`src/rtl/sim_monitor_pkg.sv`:
```
// Shared definitions for the simulation monitor: default geometry, trace-entry layout
// and the distances of the halt/config addresses below the top of the address space.
package sim_monitor_pkg;

    localparam int unsigned DEF_AW        = 24;
    localparam int unsigned DEF_DW        = 32;
    localparam int unsigned DEF_NWATCH    = 4;
    localparam int unsigned DEF_TRC_DEPTH = 16;
    localparam int unsigned DEF_CYC_W     = 32;

    // Watch index field is wide enough for the 8-watchpoint maximum.
    localparam int unsigned IDX_W = 3;

    // Default HALT_ADDR is all-ones; the config window starts 15 words below it.
    localparam int unsigned HALT_OFS_DEF = 0;
    localparam int unsigned CFG_OFS_DEF  = 15;

    // Trace entry layout, MSB to LSB: {watch index, address, data, cycle}.
    function automatic int unsigned trc_w(input int unsigned aw, input int unsigned dw,
                                          input int unsigned cw);
        return IDX_W + aw + dw + cw;
    endfunction

    function automatic int unsigned trc_data_lsb(input int unsigned cw);
        return cw;
    endfunction

    function automatic int unsigned trc_addr_lsb(input int unsigned dw, input int unsigned cw);
        return dw + cw;
    endfunction

    function automatic int unsigned trc_idx_lsb(input int unsigned aw, input int unsigned dw,
                                                input int unsigned cw);
        return aw + dw + cw;
    endfunction

endpackage

```
`src/rtl/sim_monitor_fifo.sv`:
```
// Trace FIFO: power-of-two depth, pointers carry one extra wrap bit for full/empty.
// Output side is valid/ready; a push while full is accepted only alongside a pop.
module sim_monitor_fifo #(
    parameter int unsigned WIDTH = 8,
    parameter int unsigned DEPTH = 16
) (
    input  logic             i_clk,
    input  logic             i_rst,
    input  logic             i_push,
    input  logic [WIDTH-1:0] i_data,
    output logic             o_full,
    output logic             o_empty,
    output logic             o_valid,
    output logic [WIDTH-1:0] o_data,
    input  logic             i_ready
);

    localparam int unsigned PW = $clog2(DEPTH);

    logic [PW:0]      wr_ptr_q, rd_ptr_q;
    logic [WIDTH-1:0] mem_q [DEPTH];
    logic             pop, push_ok;

    assign o_empty = (wr_ptr_q == rd_ptr_q);
    assign o_full  = (wr_ptr_q[PW] != rd_ptr_q[PW]) &&
                     (wr_ptr_q[PW-1:0] == rd_ptr_q[PW-1:0]);
    assign o_valid = ~o_empty;
    assign o_data  = o_valid ? mem_q[rd_ptr_q[PW-1:0]] : '0;

    assign pop     = o_valid & i_ready;
    // Full-and-pop frees the head slot on the same edge, so the push may land there.
    assign push_ok = i_push & (~o_full | pop);

    always_ff @(posedge i_clk or posedge i_rst) begin
        if (i_rst) begin
            wr_ptr_q <= '0;
            rd_ptr_q <= '0;
        end else begin
            if (push_ok) wr_ptr_q <= wr_ptr_q + (PW+1)'(1);
            if (pop)     rd_ptr_q <= rd_ptr_q + (PW+1)'(1);
        end
    end

    always_ff @(posedge i_clk) begin
        if (push_ok) mem_q[wr_ptr_q[PW-1:0]] <= i_data;
    end

endmodule

```
`src/rtl/sim_monitor.sv`:
```
// Bus-snooping simulation monitor: cycle counter, halt request, write watchpoints with trace.
// Trace FIFO present only when SIM_MONITOR_TRACE_EN is defined; otherwise trace outputs read 0.
module sim_monitor
    import sim_monitor_pkg::*;
#(
    parameter int unsigned   AW        = DEF_AW,
    parameter int unsigned   DW        = DEF_DW,
    parameter int unsigned   NWATCH    = DEF_NWATCH,
    parameter int unsigned   TRC_DEPTH = DEF_TRC_DEPTH,
    parameter int unsigned   CYC_W     = DEF_CYC_W,
    parameter logic [AW-1:0] HALT_ADDR = {AW{1'b1}} - AW'(HALT_OFS_DEF),
    parameter logic [AW-1:0] CFG_BASE  = {AW{1'b1}} - AW'(CFG_OFS_DEF)
) (
    input  logic                             i_clk,
    input  logic                             i_rst,
    input  logic                             i_clk_en,
    input  logic [AW-1:0]                    i_daddr,
    input  logic [DW-1:0]                    i_ddata,
    input  logic                             i_wr,
    output logic                             o_halt,
    output logic [7:0]                       o_halt_code,
    output logic [CYC_W-1:0]                 o_cycle,
    output logic                             o_cyc_ovf,
    output logic [NWATCH-1:0]                o_watch_hit,
    output logic                             o_trc_valid,
    input  logic                             i_trc_ready,
    output logic [trc_w(AW,DW,CYC_W)-1:0]    o_trc_data,
    output logic                             o_trc_ovf
);

    localparam int unsigned TW = trc_w(AW, DW, CYC_W);

    logic              halt_q;
    logic [7:0]        halt_code_q;
    logic [CYC_W-1:0]  cycle_q;
    logic              cyc_ovf_q;
    logic [NWATCH-1:0] armed_q, hit_q;
    logic [AW-1:0]     waddr_q [NWATCH];

    logic              wr_ev;
    logic [NWATCH-1:0] cfg_sel, hit_d;
    logic [IDX_W-1:0]  hit_idx;

    // Every write-driven effect is blocked once halted.
    assign wr_ev = i_clk_en & i_wr & ~halt_q;

    always_comb begin
        cfg_sel = '0;
        hit_d   = '0;
        hit_idx = '0;
        for (int unsigned k = 0; k < NWATCH; k++) begin
            cfg_sel[k] = wr_ev && (i_daddr == CFG_BASE + AW'(k));
        end
        for (int unsigned k = 0; k < NWATCH; k++) begin
            hit_d[k] = wr_ev && ~|cfg_sel && armed_q[k] && (waddr_q[k] == i_daddr);
        end
        for (int unsigned k = NWATCH; k > 0; k--) begin
            if (hit_d[k-1]) hit_idx = IDX_W'(k-1);
        end
    end

    always_ff @(posedge i_clk or posedge i_rst) begin
        if (i_rst) begin
            halt_q      <= 1'b0;
            halt_code_q <= '0;
            cycle_q     <= '0;
            cyc_ovf_q   <= 1'b0;
            armed_q     <= '0;
            hit_q       <= '0;
            for (int unsigned k = 0; k < NWATCH; k++) waddr_q[k] <= '0;
        end else begin
            // Pulses clear on any edge; hit_d is already zero when not enabled.
            hit_q <= hit_d;
            if (i_clk_en) begin
                if (!halt_q) begin
                    cycle_q <= cycle_q + CYC_W'(1);
                    if (&cycle_q) cyc_ovf_q <= 1'b1;
                end
                if (wr_ev && (i_daddr == HALT_ADDR)) begin
                    halt_q      <= 1'b1;
                    halt_code_q <= i_ddata[7:0];
                end
                for (int unsigned k = 0; k < NWATCH; k++) begin
                    if (cfg_sel[k]) begin
                        waddr_q[k] <= i_ddata[AW-1:0];
                        armed_q[k] <= 1'b1;
                    end
                end
            end
        end
    end

    assign o_halt      = halt_q;
    assign o_halt_code = halt_code_q;
    assign o_cycle     = cycle_q;
    assign o_cyc_ovf   = cyc_ovf_q;
    assign o_watch_hit = hit_q;

`ifdef SIM_MONITOR_TRACE_EN
    logic [TW-1:0] trc_entry;
    logic          fifo_full, fifo_empty, trc_push, trc_pop, trc_ovf_q;

    assign trc_entry = {hit_idx, i_daddr, i_ddata, cycle_q};
    assign trc_push  = |hit_d;
    assign trc_pop   = ~fifo_empty & i_trc_ready;

    sim_monitor_fifo #(
        .WIDTH (TW),
        .DEPTH (TRC_DEPTH)
    ) u_fifo (
        .i_clk   (i_clk),
        .i_rst   (i_rst),
        .i_push  (trc_push),
        .i_data  (trc_entry),
        .o_full  (fifo_full),
        .o_empty (fifo_empty),
        .o_valid (o_trc_valid),
        .o_data  (o_trc_data),
        .i_ready (i_trc_ready)
    );

    always_ff @(posedge i_clk or posedge i_rst) begin
        if (i_rst)                              trc_ovf_q <= 1'b0;
        else if (trc_push & fifo_full & ~trc_pop) trc_ovf_q <= 1'b1;
    end

    assign o_trc_ovf = trc_ovf_q;
`else
    logic                         unused_trc;
    logic [$clog2(TRC_DEPTH):0]   unused_depth;

    assign unused_trc   = ^{i_trc_ready, hit_idx};
    assign unused_depth = '0;
    assign o_trc_valid  = 1'b0;
    assign o_trc_ovf    = 1'b0;
    assign o_trc_data   = '0;
`endif

endmodule

```
`config.mk`:
```
export PLATFORM = sky130hd
export DESIGN_NAME = sim_monitor
export DESIGN_NICKNAME = d
export VERILOG_FILES = /design/src/rtl/sim_monitor_pkg.sv /design/src/rtl/sim_monitor_fifo.sv /design/src/rtl/sim_monitor.sv
export SDC_FILE = /design/constraint.sdc
export NUM_CORES = 1
export LEC_CHECK = 0
export ABC_AREA = 1
export CORE_MARGIN = 2
export CORE_UTILIZATION = 40
export DETAILED_ROUTE_END_ITERATION = 8
export HOLD_SLACK_MARGIN = 0.15
export PLACE_DENSITY = 0.64
export SYNTH_ARGS = -nofsm -noshare
export SYNTH_HDL_FRONTEND = slang
export SYNTH_SLANG_ARGS = --single-unit
export TNS_END_PERCENT = 20
```
`constraint.sdc`:
```
create_clock -name i_clk -period 13.6 [get_ports i_clk]
set_clock_uncertainty 0.1 [all_clocks]
set_input_delay 4.08 -clock i_clk [delete_from_list [all_inputs] [get_ports i_clk]]
set_output_delay 4.08 -clock i_clk [all_outputs]
set_load 0.01 [all_outputs]
```
==> After elaboration in Yosys (flattened, before gate mapping) <==
Cells that the tools add are included.
{ "classes": {"eq_ne": 9, "add_sub_neg": 1, "bitwise_logic": 3, "reduce_logical": 23} }
{ "ops": {"columns": ["cell", "count"], "rows": [
  ["24-bit == test, second input constant", 5],
  ["24-bit == test", 4],
  ["34-bit AND reduction", 1],
  ["32-bit by 1-bit adder with 32-bit output, second input constant", 1],
  ["1-bit logical AND", 14],
  ["2-bit AND reduction", 6],
  ["4-bit OR reduction", 1],
  ["1-bit AND", 2],
  ["1-bit zero test", 1],
  ["1-bit inverter", 1]
]} }
{ "totals": {"register_bits": 146, "output_inout_bits": 139, "input_bits": 61, "word_cells": 49} }

==> Depth between registers and ports, before layout <==
Gate-level depths: netlist of the first run.
{ "logic_depth": {"depth_word": 8, "ltp_mapped": 11, "ltp_nobuf": 10} }

==> Least setup slack after synthesis of the first run <==
OpenSTA, ideal clock, no wires.
{ "synth_timing": {"kind": "input port to flip-flop", "start": "input port i_daddr[20]", "end": "register waddr_q[23] (netlist name)", "t_required_ns": 13.376, "arrival_time_ns": 5.136, "cell_stages": 10, "setup_ns": 0.124, "path_slack_ns": 8.240, "path_buffers": 3, "path_cell_list": "buf_2 nand2_1 nor2_1 nand2_2 nor2_8 nand2_4 buf_6 buf_6 nand2_1 o21ai_1"} }
{ "synth_via": {"elab_chain_len": 3} }
{ "synth_rtl": {"columns": ["item", "line_no", "text"], "rows": [
  ["from (decl)", "sim_monitor.sv:17", "input logic [AW-1:0] i_daddr,"],
  ["24-bit == test", "sim_monitor.sv:52", "cfg_sel[k] = wr_ev && (i_daddr == CFG_BASE + AW'(k));"],
  ["1-bit logical AND", "sim_monitor.sv:52", null],
  ["2-bit AND reduction (no source line)", null, null],
  ["to (signal, indexed assignment)", "sim_monitor.sv:85", "waddr_q[k] <= i_ddata[AW-1:0];"],
  ["to (decl)", "sim_monitor.sv:38", "logic [AW-1:0] waddr_q [NWATCH];"]
]} }
Every way passes these cells.
A chain may end at the register's enable or synchronous reset.

==> Worst setup path in the final report of the first run <==
{ "layout_timing": {"start": "input port i_daddr[10]", "end": "register hit_q[1], in the netlist o_watch_hit[1]"} }
{ "layout_via": {"elab_chain_len": 7, "word_cells_on_any_way": 14, "classes_between": "eq/ne: 5; reduce/logical: 9"} }
{ "layout_rtl": {"columns": ["item", "line_no", "text"], "rows": [
  ["24-bit == test", "sim_monitor.sv:52", null],
  ["1-bit logical AND", "sim_monitor.sv:52", null],
  ["4-bit OR reduction", "sim_monitor.sv:55", "hit_d[k] = wr_ev && ~|cfg_sel && armed_q[k] && (waddr_q[k] == i_daddr);"],
  ["1-bit zero test", "sim_monitor.sv:55", null],
  ["1-bit logical AND (2 in a row)", "sim_monitor.sv:55", null],
  ["1-bit logical AND *", "sim_monitor.sv:55", null],
  ["named net hit_d[1]", "sim_monitor.sv:41", "logic [NWATCH-1:0] cfg_sel, hit_d;"],
  ["to (signal assigned)", "sim_monitor.sv:73", "hit_q <= hit_d;"],
  ["to (decl)", "sim_monitor.sv:37", "logic [NWATCH-1:0] armed_q, hit_q;"]
]} }
The timed path passes the listed nets; every way through them passes the cells marked *.

==> results_tabular.tex, run 1 <==
\begin{tabular}{lr}
\hline
Metric & Value \\
\hline
\multicolumn{2}{l}{\textbf{Placement}} \\
\quad Post-detail-place hpwl & 15300 um \\
\quad Quantity of I/O buffers inserted on ports & 97 \\
\quad Routability cong. & 0.888 \\
\quad Worst slack after detailed placement & 7.05 ns \\
\multicolumn{2}{l}{\textbf{Clock tree}} \\
\quad Clock tree from TritonCTS & yes \\
\quad Post-CTS Setup Repair Bufs & 0 \\
\quad Number of levels in the clock H-tree & 4 \\
\quad Clock root buffer master & sky130\_fd\_sc\_hd\_\_clkbuf\_16 \\
\quad CTS Sinks & 146 \\
\quad Number of hold buffers added after cts & 0 \\
\quad Clock Path Buffers & 2 \\
\quad Count of cells resized by post-cts repair & 0 \\
\quad Insertion delay of the later-clocked pin in the worst-skew pair & 0.43 ns \\
\quad Clock buffers created by TritonCTS & 17 \\
\quad Post-CTS clock slew at the launch and capture registers of the worst setup and hold paths & 0.06 ns \\
\multicolumn{2}{l}{\textbf{GRT}} \\
\quad Number of antenna violations at the first check in global routing & 0 \\
\quad Number of global-route vias before repair & 6230 \\
\quad First-pass GRT wire length & 33300 um \\
\quad Pin count of the biggest net entering global routing & 82 \\
\quad Overflow after GRT & 0 \\
\quad Total GRT Usage & 19.7\% \\
\multicolumn{2}{l}{\textbf{Pwr}} \\
\quad Worst vdd rail ir drop & 0.0000776 V \\
\quad Portion of total power attributed to sequential cells & 42.9\% \\
\quad Clk pwr share & 49.9\% \\
\quad Total power density per cell area & 104 mW/mm\^{}2 \\
\quad Internal power summed over all cells & 0.767 mW \\
\quad Gate power share & 7.2\% \\
\quad Switching power as a share of total power & 24.2\% \\
\quad Switch Pwr & 0.245 mW \\
\quad Total leakage power & 4.77 nW \\
\multicolumn{2}{l}{\textbf{Timing}} \\
\quad Hold Violations, Final & 0 \\
\quad Finish-stage setup viols & 0 \\
\quad Worst slew margin relative to its limit & 29.8\% \\
\quad Ratio of final minimum period to clock period & 44.9\% \\
\quad Worst Tran Pin Value & 1.05 ns \\
\quad Peak clock frequency supported by timing & 0.164 GHz \\
\quad Final worst slack & 7.49 ns \\
\quad Max-slew violation total from the final report & 0 \\
\quad Unrepaired setup endpoints after global routing & no \\
\quad Setup TNS after final layout & 0 ns \\
\quad Final critical path time including I/O delays and setup & 6.11 ns \\
\multicolumn{2}{l}{\textbf{Logic synthesis}} \\
\quad Area of the mapped netlist & 0.00832 mm\^{}2 \\
\quad Post-synth top area cell & sky130\_fd\_sc\_hd\_\_dfrtp\_1 \\
\quad Largest cells by area after synthesis & sky130\_fd\_sc\_hd\_\_dfrtp\_1, sky130\_fd\_sc\_hd\_\_nand2\_1, sky130\_fd\_sc\_hd\_\_buf\_4, sky130\_fd\_sc\_hd\_\_inv\_1, sky130\_fd\_sc\_hd\_\_o21ai\_0 \\
\quad Number of register bits inferred by synthesis & 146 \\
\quad Cells after synthesis & 1092 \\
\quad Yosys warning total & 0 \\
\quad Post-synthesis async set-or-reset flop share & 100\% \\
\quad Average footprint of a synthesized cell & 7.61 um\^{}2 \\
\quad Distinct cell type count of the synthesized netlist & 32 \\
\quad Area share of the largest cell type after synthesis & 43.9\% \\
\quad Dominant synthesized flop cell & sky130\_fd\_sc\_hd\_\_dfrtp\_1 \\
\quad EDFF count, synth & 0 \\
\quad Sequential cell area fraction in the yosys report & 43.9\% \\
\multicolumn{2}{l}{\textbf{Setup path}} \\
\quad Classification of the worst setup path & input pin to register \\
\quad CP startpoint kind & input pin \\
\quad Arrival time at the worst endpoint & 6.31 ns \\
\quad Crit end category & register \\
\quad Required @ worst endpoint & 13.80 ns \\
\quad Maximum fanout encountered on the critical timing path & 50 \\
\multicolumn{2}{l}{\textbf{Cells and area}} \\
\quad Filler cell count & 2033 \\
\quad Top library cells by usage in the layout, fill and taps aside & sky130\_fd\_sc\_hd\_\_nand2\_1, sky130\_fd\_sc\_hd\_\_inv\_1, sky130\_fd\_sc\_hd\_\_dfrtp\_1, sky130\_fd\_sc\_hd\_\_clkdlybuf4s50\_1 \\
\quad Leading cell type in the layout, fill and taps excluded & sky130\_fd\_sc\_hd\_\_nand2\_1 \\
\quad Antenna Diode Count & 0 \\
\quad Proportion of layout cells with a drive suffix above 1 & 4.97\% \\
\quad Synthesis-to-layout area growth & 16.7\% \\
\quad Number of nets in the finished design & 1237 \\
\multicolumn{2}{l}{\textbf{Flow run}} \\
\quad Max Cap Violations & 0 \\
\multicolumn{2}{l}{\textbf{Die}} \\
\quad Top Ports & 200 \\
\quad Initial Util & 41.0\% \\
\quad Std-Cell Core Area & 0.0203 mm\^{}2 \\
\quad Die width & 148 um \\
\quad Floorplan row count & 52 \\
\quad Die height & 148 um \\
\quad Die area & 0.0220 mm\^{}2 \\
\multicolumn{2}{l}{\textbf{Drt}} \\
\quad First drt pass iteration count & 6 \\
\quad Avg Vias per Cell & 4.54 \\
\quad Number of DRC violations after detailed routing & 0 \\
\quad 1st-iter DRT viols & 399 \\
\quad Total Wirelength & 21100 um \\
\quad Total number of vias & 6617 \\
\quad Average routed wire per standard cell & 14.5 um \\
\quad Final antenna-violating net count & 0 \\
\multicolumn{2}{l}{\textbf{Status}} \\
\quad Status & finished clean \\
\multicolumn{2}{l}{\textbf{Hold path}} \\
\quad Min-delay worst type & register to register \\
\hline
\end{tabular}
## path summary, 6_finish.rpt
check | startpoint | to | slack [ns] | cells past startpoint
max in group asynchronous | i_rst | waddr_q[67] | 7.92 | 3
hold / removal | armed_q[3] | armed_q[3] | 0.35 | 2
setup reg to reg | o_halt | o_watch_hit[1] | 11.59 | 6
hold reg to reg | armed_q[3] | armed_q[3] | 0.35 | 2
setup / recovery | i_daddr[10] | o_watch_hit[1] | 7.49 | 8
min in group asynchronous | i_rst | o_cycle[2] | 4.00 | 2
## metal layers
layer	vias up	track usage [%]	routed length (um)
met2	208	30.7	9630
met5	-	0	0
met3	27	6.53	1470
met4	0	5.67	476
met1	3066	26.4	9570
li1	3316	-	-
## layout make-up
cell class	count	area (um^2)	area share (%)
Tap cell	270	338	3.48
Inverter	148	561	5.77
Timing Repair Buffer	98	978	10.1
Multi-Input combinational cell	764	3550	36.5
Clock buffer	18	429	4.42
Sequential cell	146	3650	37.6
Clock inverter	14	201	2.08
## kinds of logic after synthesis
logic type / after synthesis / synth area share [%]
AND/OR/NAND/NOR: 485 / 23.9
adder cells (fa/ha/maj): 1 / 0.150
AO/OA/AOI/OAI: 130 / 8.59
flip-flops: 146 / 43.9
other: 1 / 0.0451
XOR/XNOR: 55 / 5.79
buffers and inverters: 274 / 17.6
## per-stage QoR
| step | std cells | area (um^2) | total power, mW | hold slack [ns] | utilization [%] |
|---|---|---|---|---|---|
| 2_1_floorplan | 1184 | 8660 | 0.506 | 0.322 | - |
| 3_3_place_gp | 1426 | 9080 | 0.515 | 0.335 | 44.7 |
| 3_5_place_dp | 1426 | 9080 | 0.515 | 0.340 | 44.7 |
| 4_1_cts | 1458 | 9710 | 1.02 | 0.354 | 47.8 |
| 5_1_grt | 1458 | 9710 | 1.05 | 0.379 | 47.8 |
| 6_report | 1458 | 9710 | 1.01 | 0.354 | 47.8 |
## power groups by stage
stage | clock network [mW] | registers [mW] | logic [mW]
finish | 0.505 | 0.434 | 0.0729
global route | 0.535 | 0.434 | 0.0815
CTS | 0.513 | 0.434 | 0.0733
detailed placement | 0 | 0.442 | 0.0729
global placement | 0 | 0.442 | 0.0729
floorplan | 0 | 0.442 | 0.0633
## cell usage after synthesis (2+ instances only)
library cell / number
sky130_fd_sc_hd__nand2_1: 346
sky130_fd_sc_hd__inv_1: 148
sky130_fd_sc_hd__dfrtp_1: 146
sky130_fd_sc_hd__buf_4: 94
sky130_fd_sc_hd__o21ai_0: 93
sky130_fd_sc_hd__nor2_1: 76
sky130_fd_sc_hd__xnor2_1: 40
sky130_fd_sc_hd__nand3_1: 26
sky130_fd_sc_hd__buf_2: 18
sky130_fd_sc_hd__o21ai_1: 18
sky130_fd_sc_hd__o21ai_2: 15
sky130_fd_sc_hd__xor2_1: 15
sky130_fd_sc_hd__nand4_1: 13
sky130_fd_sc_hd__buf_6: 7
sky130_fd_sc_hd__nor3_1: 6
sky130_fd_sc_hd__nand2_4: 5
sky130_fd_sc_hd__clkbuf_1: 4
sky130_fd_sc_hd__nand3b_1: 4
sky130_fd_sc_hd__clkbuf_2: 3
sky130_fd_sc_hd__nor2_2: 2
sky130_fd_sc_hd__o21bai_1: 2
## worst max-delay path, stage by stage
cell and delay, ns:
sky130_fd_sc_hd__clkdlybuf4s50_1 0.69, sky130_fd_sc_hd__nand2_1 0.09, sky130_fd_sc_hd__nor2_1 0.18, sky130_fd_sc_hd__nand2_1 0.19
sky130_fd_sc_hd__nor2_8 0.26, sky130_fd_sc_hd__nand2_4 0.35, sky130_fd_sc_hd__nand3_1 0.36, sky130_fd_sc_hd__nor2_1 0.11
## state kept, by name (all words and copies together) (netlist names)
signal       cells
armed_q          4
o_cyc_ovf        1
o_cycle         32
o_halt           1
o_halt_code      8
o_watch_hit      4
waddr_q         96
No activity file was read; power rests on OpenSTA's default activity.
==> run 2: changes to the inputs <==
--- a/config.mk
+++ b/config.mk
@@ -10,7 +10,7 @@
 export CORE_UTILIZATION = 40
 export DETAILED_ROUTE_END_ITERATION = 8
 export HOLD_SLACK_MARGIN = 0.15
-export PLACE_DENSITY = 0.64
+export PLACE_DENSITY = 0.66
 export SYNTH_ARGS = -nofsm -noshare
 export SYNTH_HDL_FRONTEND = slang
 export SYNTH_SLANG_ARGS = --single-unit
==> constraint.sdc (replaced) <==
create_clock -name i_clk -period 5.4 [get_ports i_clk]
set_clock_uncertainty 0.1 [all_clocks]
set_input_delay 1.62 -clock i_clk [delete_from_list [all_inputs] [get_ports i_clk]]
set_output_delay 1.62 -clock i_clk [all_outputs]
set_load 0.01 [all_outputs]
==> run 2 against run 1 <==
Net effect:
- power rose by 140%
- sequential power grew to 2.5 times the previous value
- non-clock buffer count up 1
- wire length shrank 0.55%
- highest routed layer unchanged
- clock power rose by 130%
- hold slack worse by 0.0027 ns
- critical path depth did not move
==> results_tabular.tex, run 2 (synthesized netlist as in run 1, its figures left out) <==
\begin{tabular}{lr}
\hline
Metric & Value \\
\hline
\multicolumn{2}{l}{\textbf{Drt}} \\
\quad Total number of vias & 6620 (+0.045\%) \\
\quad Final antenna-violating net count & 0 (unchanged) \\
\quad Number of DRC violations after detailed routing & 0 (unchanged) \\
\quad First drt pass iteration count & 7 (+1) \\
\quad Total Wirelength & 21000 um (-0.55\%) \\
\quad 1st-iter DRT viols & 498 (+25\%) \\
\quad Avg Vias per Cell & 4.54 (about the same) \\
\quad Average routed wire per standard cell & 14.4 um (-0.62\%) \\
\multicolumn{2}{l}{\textbf{Clock tree}} \\
\quad Clock tree from TritonCTS & yes \\
\quad CTS Sinks & 146 (unchanged) \\
\quad Clock buffers created by TritonCTS & 17 (unchanged) \\
\quad Clock root buffer master & sky130\_fd\_sc\_hd\_\_clkbuf\_16 \\
\quad Post-CTS clock slew at the launch and capture registers of the worst setup and hold paths & 0.06 ns (about the same) \\
\quad Clock Path Buffers & 2 (unchanged) \\
\quad Number of hold buffers added after cts & 0 (unchanged) \\
\quad Number of levels in the clock H-tree & 4 (unchanged) \\
\quad Post-CTS Setup Repair Bufs & 0 (unchanged) \\
\quad Count of cells resized by post-cts repair & 0 (unchanged) \\
\quad Insertion delay of the later-clocked pin in the worst-skew pair & 0.43 ns (about the same) \\
\multicolumn{2}{l}{\textbf{GRT}} \\
\quad Number of global-route vias before repair & 6106 (-2.0\%) \\
\quad First-pass GRT wire length & 33000 um (-0.95\%) \\
\quad Number of antenna violations at the first check in global routing & 0 (unchanged) \\
\quad Overflow after GRT & 0 (unchanged) \\
\quad Total GRT Usage & 19.6\% (-0.18 points) \\
\quad Pin count of the biggest net entering global routing & 97 (+18\%) \\
\multicolumn{2}{l}{\textbf{Die}} \\
\quad Die width & 148 um (unchanged) \\
\quad Floorplan row count & 52 (unchanged) \\
\quad Die height & 148 um (unchanged) \\
\quad Top Ports & 200 (unchanged) \\
\quad Std-Cell Core Area & 0.0203 mm\^{}2 (unchanged) \\
\quad Die area & 0.0220 mm\^{}2 (unchanged) \\
\quad Initial Util & 41.0\% (unchanged) \\
\multicolumn{2}{l}{\textbf{Cells and area}} \\
\quad Top library cells by usage in the layout, fill and taps aside & sky130\_fd\_sc\_hd\_\_nand2\_1, sky130\_fd\_sc\_hd\_\_inv\_1, sky130\_fd\_sc\_hd\_\_dfrtp\_1, sky130\_fd\_sc\_hd\_\_clkdlybuf4s50\_1 \\
\quad Number of nets in the finished design & 1238 (+0.081\%) \\
\quad Final instance count without filler cells & 1459 (+0.069\%) \\
\quad Synthesis-to-layout area growth & 16.2\% \\
\quad Largest register by flop count & waddr\_q \\
\quad Proportion of layout cells with a drive suffix above 1 & 5.05\% (+0.080 points) \\
\quad Antenna Diode Count & 0 (unchanged) \\
\quad Leading cell type in the layout, fill and taps excluded & sky130\_fd\_sc\_hd\_\_nand2\_1 \\
\quad Largest register FFs & 96 (unchanged) \\
\multicolumn{2}{l}{\textbf{Timing}} \\
\quad Unrepaired setup endpoints after global routing & no \\
\quad Final critical path time including I/O delays and setup & 3.57 ns \\
\quad Final worst slack & 1.83 ns (-5.66 ns) \\
\quad Worst slew margin relative to its limit & 61.2\% (+31 points) \\
\quad Hold Violations, Final & 0 (unchanged) \\
\quad Max-slew violation total from the final report & 0 (unchanged) \\
\quad Ratio of final minimum period to clock period & 66.1\% \\
\quad Setup TNS after final layout & 0 ns (unchanged) \\
\quad Peak clock frequency supported by timing & 0.280 GHz \\
\quad Worst Tran Pin Value & 0.582 ns (-0.472 ns) \\
\quad Finish-stage setup viols & 0 (unchanged) \\
\multicolumn{2}{l}{\textbf{Setup path}} \\
\quad CP startpoint kind & input pin \\
\quad Worst Reg2Reg Path Length in Cells & 6 (unchanged) \\
\quad Maximum fanout encountered on the critical timing path & 50 (unchanged) \\
\quad Critical R2R Capture & o\_watch\_hit[1] \\
\quad Worst reg2reg setup slack & 3.46 ns (-8.13 ns) \\
\quad Classification of the worst setup path & input pin to register \\
\quad Crit end category & register \\
\quad Startpoint of the lowest-slack register-to-register path & o\_halt \\
\quad Arrival time at the worst endpoint & 3.78 ns (-2.53 ns) \\
\quad Required @ worst endpoint & 5.61 ns (-8.19 ns) \\
\multicolumn{2}{l}{\textbf{Flow run}} \\
\quad Max Cap Violations & 0 (unchanged) \\
\multicolumn{2}{l}{\textbf{Placement}} \\
\quad Quantity of I/O buffers inserted on ports & 97 (unchanged) \\
\quad Worst slack after detailed placement & 1.41 ns (-5.64 ns) \\
\quad Routability cong. & 0.905 (+1.8\%) \\
\quad Post-detail-place hpwl & 15200 um (-1.0\%) \\
\quad Cell Count Post-Placement & 1427 (+0.070\%) \\
\multicolumn{2}{l}{\textbf{Hold path}} \\
\quad Start point of the worst min-delay path & armed\_q[3] \\
\quad Hold worst-path end & armed\_q[3] \\
\quad Min-delay worst type & register to register \\
\quad Cell count of the worst hold path & 2 (unchanged) \\
\multicolumn{2}{l}{\textbf{Pwr}} \\
\quad Portion of total power attributed to sequential cells & 45.2\% (+2.3 points) \\
\quad Total leakage power & 4.72 nW (-0.93\%) \\
\quad Clk pwr share & 47.2\% (-2.7 points) \\
\quad Gate power share & 7.6\% (+0.4 points) \\
\quad Worst vdd rail ir drop & 0.000174 V (+120\%) \\
\quad Switching power as a share of total power & 25.2\% (+1.0 points) \\
\quad Switch Pwr & 0.611 mW (+150\%) \\
\quad Total power draw & 2.42 mW (+140\%) \\
\quad Internal power summed over all cells & 1.81 mW (+140\%) \\
\quad Total power density per cell area & 251 mW/mm\^{}2 (+140\%) \\
\multicolumn{2}{l}{\textbf{Status}} \\
\quad Status & finished clean \\
\hline
\end{tabular}
[run 2: cell count changes in the layout (fill, tap and decap cells not counted), sizes merged]
cell,delta
inv,-4
buf,+1
clkinvlp,+7
clkbuf,+2
clkinv,-2
bufinv,-3
[run 2: through the flow]
step	util [%]	cell area (um^2)	hold WS [ns]
final	47.6	9660	0.352
after global routing	47.6	9660	0.384
after CTS	47.6	9660	0.352
after detailed placement	44.8	9100	0.337
after global placement	44.8	9100	0.336
after floorplan	-	8660	0.322
[run 2: worst max path at each step]
stage | slack, ns | start | endpoint | depth (start not counted)
finish | 1.83 | i_daddr[9] | o_watch_hit[1] | 8
CTS | 1.87 | i_daddr[10] | o_watch_hit[1] | 8
floorplan | 1.85 | i_rst | armed_q[0] | 1
global route | 1.74 | i_daddr[10] | o_watch_hit[2] | 8
global placement | 1.44 | i_daddr[10] | o_watch_hit[0] | 8
detailed placement | 1.41 | i_daddr[10] | o_watch_hit[1] | 8
[run 2: worst max-delay path: stages]
cell and delay (ns):
sky130_fd_sc_hd__clkdlybuf4s50_1 0.67, sky130_fd_sc_hd__nand2_1 0.10, sky130_fd_sc_hd__nor2_1 0.17, sky130_fd_sc_hd__nand2_1 0.17, sky130_fd_sc_hd__nor2_8 0.25, sky130_fd_sc_hd__nand2_4 0.34
sky130_fd_sc_hd__nand3_1 0.36, sky130_fd_sc_hd__nor2_1 0.08
[run 2: power groups by stage]
stage                     Clock [mW]  Combinational (mW)  Sequential, mW
after CTS                       1.16               0.185            1.09
after detailed placement           0               0.184            1.11
final                           1.14               0.185            1.09
after global routing            1.21               0.207            1.09
after floorplan                    0               0.160            1.11
after global placement             0               0.184            1.11
[run 2: layout make-up]
cell class	instances	area, um^2
multi-input combinational	764	3550
timing repair buffer	99	998
inverter	148	559
tap	270	338
clock inverter	12	109
sequential	146	3650
clock buffer	20	457
fill	2034	10600
[run 2: layer usage]
metal	wire length [um]	GRT usage, %
met5	0	0
met4	546	6.95
met3	1860	5.58
met2	9420	30.1
met1	9190	26.4
==> run 3: changes to the inputs <==
--- a/config.mk
+++ b/config.mk
@@ -10,7 +10,7 @@
 export CORE_UTILIZATION = 40
 export DETAILED_ROUTE_END_ITERATION = 8
 export HOLD_SLACK_MARGIN = 0.15
-export PLACE_DENSITY = 0.66
+export PLACE_DENSITY = 0.64
 export SYNTH_ARGS = -nofsm -noshare
 export SYNTH_HDL_FRONTEND = slang
 export SYNTH_SLANG_ARGS = --single-unit
==> constraint.sdc (replaced) <==
create_clock -name i_clk -period 3.6 [get_ports i_clk]
set_clock_uncertainty 0.1 [all_clocks]
set_input_delay 1.08 -clock i_clk [delete_from_list [all_inputs] [get_ports i_clk]]
set_output_delay 1.08 -clock i_clk [all_outputs]
set_load 0.01 [all_outputs]
==> run 3 against run 2 <==
Net effect:
- final cell count grew 0.69%
- sequential cell count is the same
- power grew 55%
- wire length is essentially flat
- hold slack gained 0.0044 ns
- via count grew 0.47%
- core utilization grew 0.63 points
- count of clock-buffer cells in the layout shrank 2
- non-clock buffer count grew 10
- critical path depth shrank 1
==> results_tabular.tex, run 3 (synthesized netlist as in run 1, its figures left out) <==
\begin{tabular}{lr}
\hline
Metric & Value \\
\hline
\multicolumn{2}{l}{\textbf{Status}} \\
\quad Status & finished clean \\
\multicolumn{2}{l}{\textbf{Setup path}} \\
\quad Arrival time at the worst endpoint & 3.10 ns (-0.68 ns) \\
\quad Critical path depth & 7 (-1) \\
\quad Critical path buffers and inverters & 1 (unchanged) \\
\quad Slowest cell delay on critical path & 0.63 ns (-0.04 ns) \\
\quad CP startpoint kind & input pin \\
\quad Required @ worst endpoint & 3.83 ns (-1.78 ns) \\
\quad Worst Reg2Reg Path Length in Cells & 5 (-1) \\
\quad Highest-delay cell along the critical path & sky130\_fd\_sc\_hd\_\_clkdlybuf4s50\_1 \\
\quad Maximum fanout encountered on the critical timing path & 49 (-2.0\%) \\
\quad Worst-path cell chain & clkdlybuf4s50\_1, nand2\_1, nor2\_1, nand2\_1, nor2\_8, nand2\_4, o21ai\_0 \\
\quad Dominant delay contributor by cell family on the critical path & simple AND/OR/NAND/NOR gates \\
\quad Crit end category & register \\
\quad Cell repeated most along the worst path & sky130\_fd\_sc\_hd\_\_nand2\_1 \\
\quad Classification of the worst setup path & input pin to register \\
\multicolumn{2}{l}{\textbf{Drt}} \\
\quad Total Wirelength & 21000 um (about the same) \\
\quad Avg Vias per Cell & 4.53 (-0.22\%) \\
\quad Number of DRC violations after detailed routing & 0 (unchanged) \\
\quad Average routed wire per standard cell & 14.3 um (-0.61\%) \\
\quad 1st-iter DRT viols & 333 (-33\%) \\
\quad Total number of vias & 6651 (+0.47\%) \\
\quad Final antenna-violating net count & 0 (unchanged) \\
\quad First drt pass iteration count & 5 (-2) \\
\multicolumn{2}{l}{\textbf{Timing}} \\
\quad Worst slew margin relative to its limit & 44.2\% (-17 points) \\
\quad Finish-stage setup viols & 0 (unchanged) \\
\quad Final critical path time including I/O delays and setup & 2.88 ns \\
\quad Unrepaired setup endpoints after global routing & no \\
\quad Hold Worst Slack & 0.356 ns (+0.00442 ns) \\
\quad Final worst slack & 0.722 ns (-1.11 ns) \\
\quad Worst Tran Pin Value & 0.838 ns (+0.256 ns) \\
\quad Ratio of final minimum period to clock period & 80.0\% \\
\quad Max-slew violation total from the final report & 0 (unchanged) \\
\quad Hold Violations, Final & 0 (unchanged) \\
\quad Setup TNS after final layout & 0 ns (unchanged) \\
\quad Peak clock frequency supported by timing & 0.347 GHz \\
\multicolumn{2}{l}{\textbf{Placement}} \\
\quad Post-detail-place hpwl & 15400 um (+1.1\%) \\
\quad Worst slack after detailed placement & 0.293 ns (-1.12 ns) \\
\quad Quantity of I/O buffers inserted on ports & 97 (unchanged) \\
\quad Total cell area at the placement stage & 0.00918 mm\^{}2 (+0.96\%) \\
\quad Cell Count Post-Placement & 1437 (+0.70\%) \\
\quad Routability cong. & 0.894 (-1.1\%) \\
\multicolumn{2}{l}{\textbf{Cells and area}} \\
\quad Top library cells by usage in the layout, fill and taps aside & sky130\_fd\_sc\_hd\_\_nand2\_1, sky130\_fd\_sc\_hd\_\_inv\_1, sky130\_fd\_sc\_hd\_\_dfrtp\_1, sky130\_fd\_sc\_hd\_\_clkdlybuf4s50\_1 \\
\quad Largest register FFs & 96 (unchanged) \\
\quad Largest register by flop count & waddr\_q \\
\quad Antenna Diode Count & 0 (unchanged) \\
\quad FF+latch area & 0.00365 mm\^{}2 (unchanged) \\
\quad Footprint of the multi-input gates & 0.00355 mm\^{}2 (unchanged) \\
\quad Number of nets in the finished design & 1248 (+0.81\%) \\
\quad Filler cell count & 2016 (-0.88\%) \\
\quad Leading cell type in the layout, fill and taps excluded & sky130\_fd\_sc\_hd\_\_nand2\_1 \\
\quad Final instance count without filler cells & 1469 (+0.69\%) \\
\quad Proportion of layout cells with a drive suffix above 1 & 5.92\% (+0.88 points) \\
\quad Synthesis-to-layout area growth & 17.7\% \\
\quad Summed area of non-filler cells in the final layout & 0.00979 mm\^{}2 (+1.3\%) \\
\multicolumn{2}{l}{\textbf{Die}} \\
\quad Die width & 148 um (unchanged) \\
\quad Floorplan row count & 52 (unchanged) \\
\quad Top Ports & 200 (unchanged) \\
\quad Initial Util & 41.0\% (unchanged) \\
\quad Die area & 0.0220 mm\^{}2 (unchanged) \\
\quad Std-Cell Core Area & 0.0203 mm\^{}2 (unchanged) \\
\quad Die height & 148 um (unchanged) \\
\multicolumn{2}{l}{\textbf{GRT}} \\
\quad Pin count of the biggest net entering global routing & 147 (+52\%) \\
\quad Total GRT Usage & 19.6\% (about the same) \\
\quad Number of global-route vias before repair & 6340 (+3.8\%) \\
\quad GRT busiest layer & met2 \\
\quad Met1 capacity usage during global routing & 25.4\% (-1.0 points) \\
\quad Overflow after GRT & 0 (unchanged) \\
\quad Number of antenna violations at the first check in global routing & 0 (unchanged) \\
\quad Met2 layer usage reported by global route & 32.2\% (+2.1 points) \\
\quad First-pass GRT wire length & 33100 um (+0.50\%) \\
\quad Grt met3 use & 5.77\% (+0.18 points) \\
\multicolumn{2}{l}{\textbf{Clock tree}} \\
\quad Post-CTS clock slew at the launch and capture registers of the worst setup and hold paths & 0.07 ns (about the same) \\
\quad Clock tree from TritonCTS & yes \\
\quad Number of hold buffers added after cts & 0 (unchanged) \\
\quad Post-CTS Setup Repair Bufs & 0 (unchanged) \\
\quad Count of cells resized by post-cts repair & 0 (unchanged) \\
\quad Clock Path Buffers & 2 (unchanged) \\
\quad Clock root buffer master & sky130\_fd\_sc\_hd\_\_clkbuf\_16 \\
\quad Insertion delay of the later-clocked pin in the worst-skew pair & 0.42 ns (about the same) \\
\quad CTS Sinks & 146 (unchanged) \\
\quad Clock buffers created by TritonCTS & 17 (unchanged) \\
\quad Number of levels in the clock H-tree & 4 (unchanged) \\
\multicolumn{2}{l}{\textbf{Pwr}} \\
\quad Worst vdd rail ir drop & 0.000289 V (+67\%) \\
\quad Total leakage power & 4.81 nW (+1.9\%) \\
\quad Total power density per cell area & 383 mW/mm\^{}2 (+53\%) \\
\multicolumn{2}{l}{\textbf{Flow run}} \\
\quad Max Cap Violations & 0 (unchanged) \\
\multicolumn{2}{l}{\textbf{Hold path}} \\
\quad Cell count of the worst hold path & 2 (unchanged) \\
\quad Min-delay worst type & register to register \\
\hline
\end{tabular}
## run 3: cell count changes in the layout (fill, tap and decap cells not counted), sizes merged
cell | before | now
buf | 2 | 12
inv | 148 | 155
clkinvlp | 9 | 4
clkbuf | 20 | 18
bufinv | 1 | 2
clkinv | 2 | 1
## run 3: cell type report
type                    instances  area share (%)
clock inverters                14            1.70
well taps                     270            3.45
flip-flops and latches        146            37.3
inverters                     148            5.71
repair buffers                109            11.1
clock buffers                  18            4.49
multi-input cells             764            36.2
## run 3: final timing paths
kind,endpoint,slack [ns],from
setup / recovery,waddr_q[66],0.72,i_daddr[9]
hold / removal,armed_q[2],0.36,armed_q[2]
setup reg to reg,waddr_q[66],1.66,o_halt
hold reg to reg,armed_q[2],0.36,armed_q[2]
max in group asynchronous,o_watch_hit[0],1.67,i_rst
min in group asynchronous,o_cycle[4],1.08,i_rst
## run 3: metal layers
layer | up-vias | routed length, um
met5 | - | 0
met4 | 0 | 302
met3 | 24 | 1630
met2 | 224 | 9760
met1 | 3077 | 9340
li1 | 3326 | -
## run 3: worst register-to-register path, stage by stage, from the launching register on
cell and delay, ns:
sky130_fd_sc_hd__dfrtp_1 0.41, sky130_fd_sc_hd__nor2_1 0.22, sky130_fd_sc_hd__nand2_1 0.16, sky130_fd_sc_hd__nor2_1 0.24
sky130_fd_sc_hd__nand2_4 0.36, sky130_fd_sc_hd__o21ai_0 0.36
## run 3: through the flow
step                total power, mW  util, %
floorplan                      1.91        -
global placement               1.96     45.2
detailed placement             1.95     45.2
CTS                            3.78     48.2
global route                   3.89     48.2
finish                         3.75     48.2
## run 3: report_power, final
group          switching (mW)  internal [mW]
clock network           0.765           1.06
registers        0.0000000173           1.64
logic                   0.189         0.0952
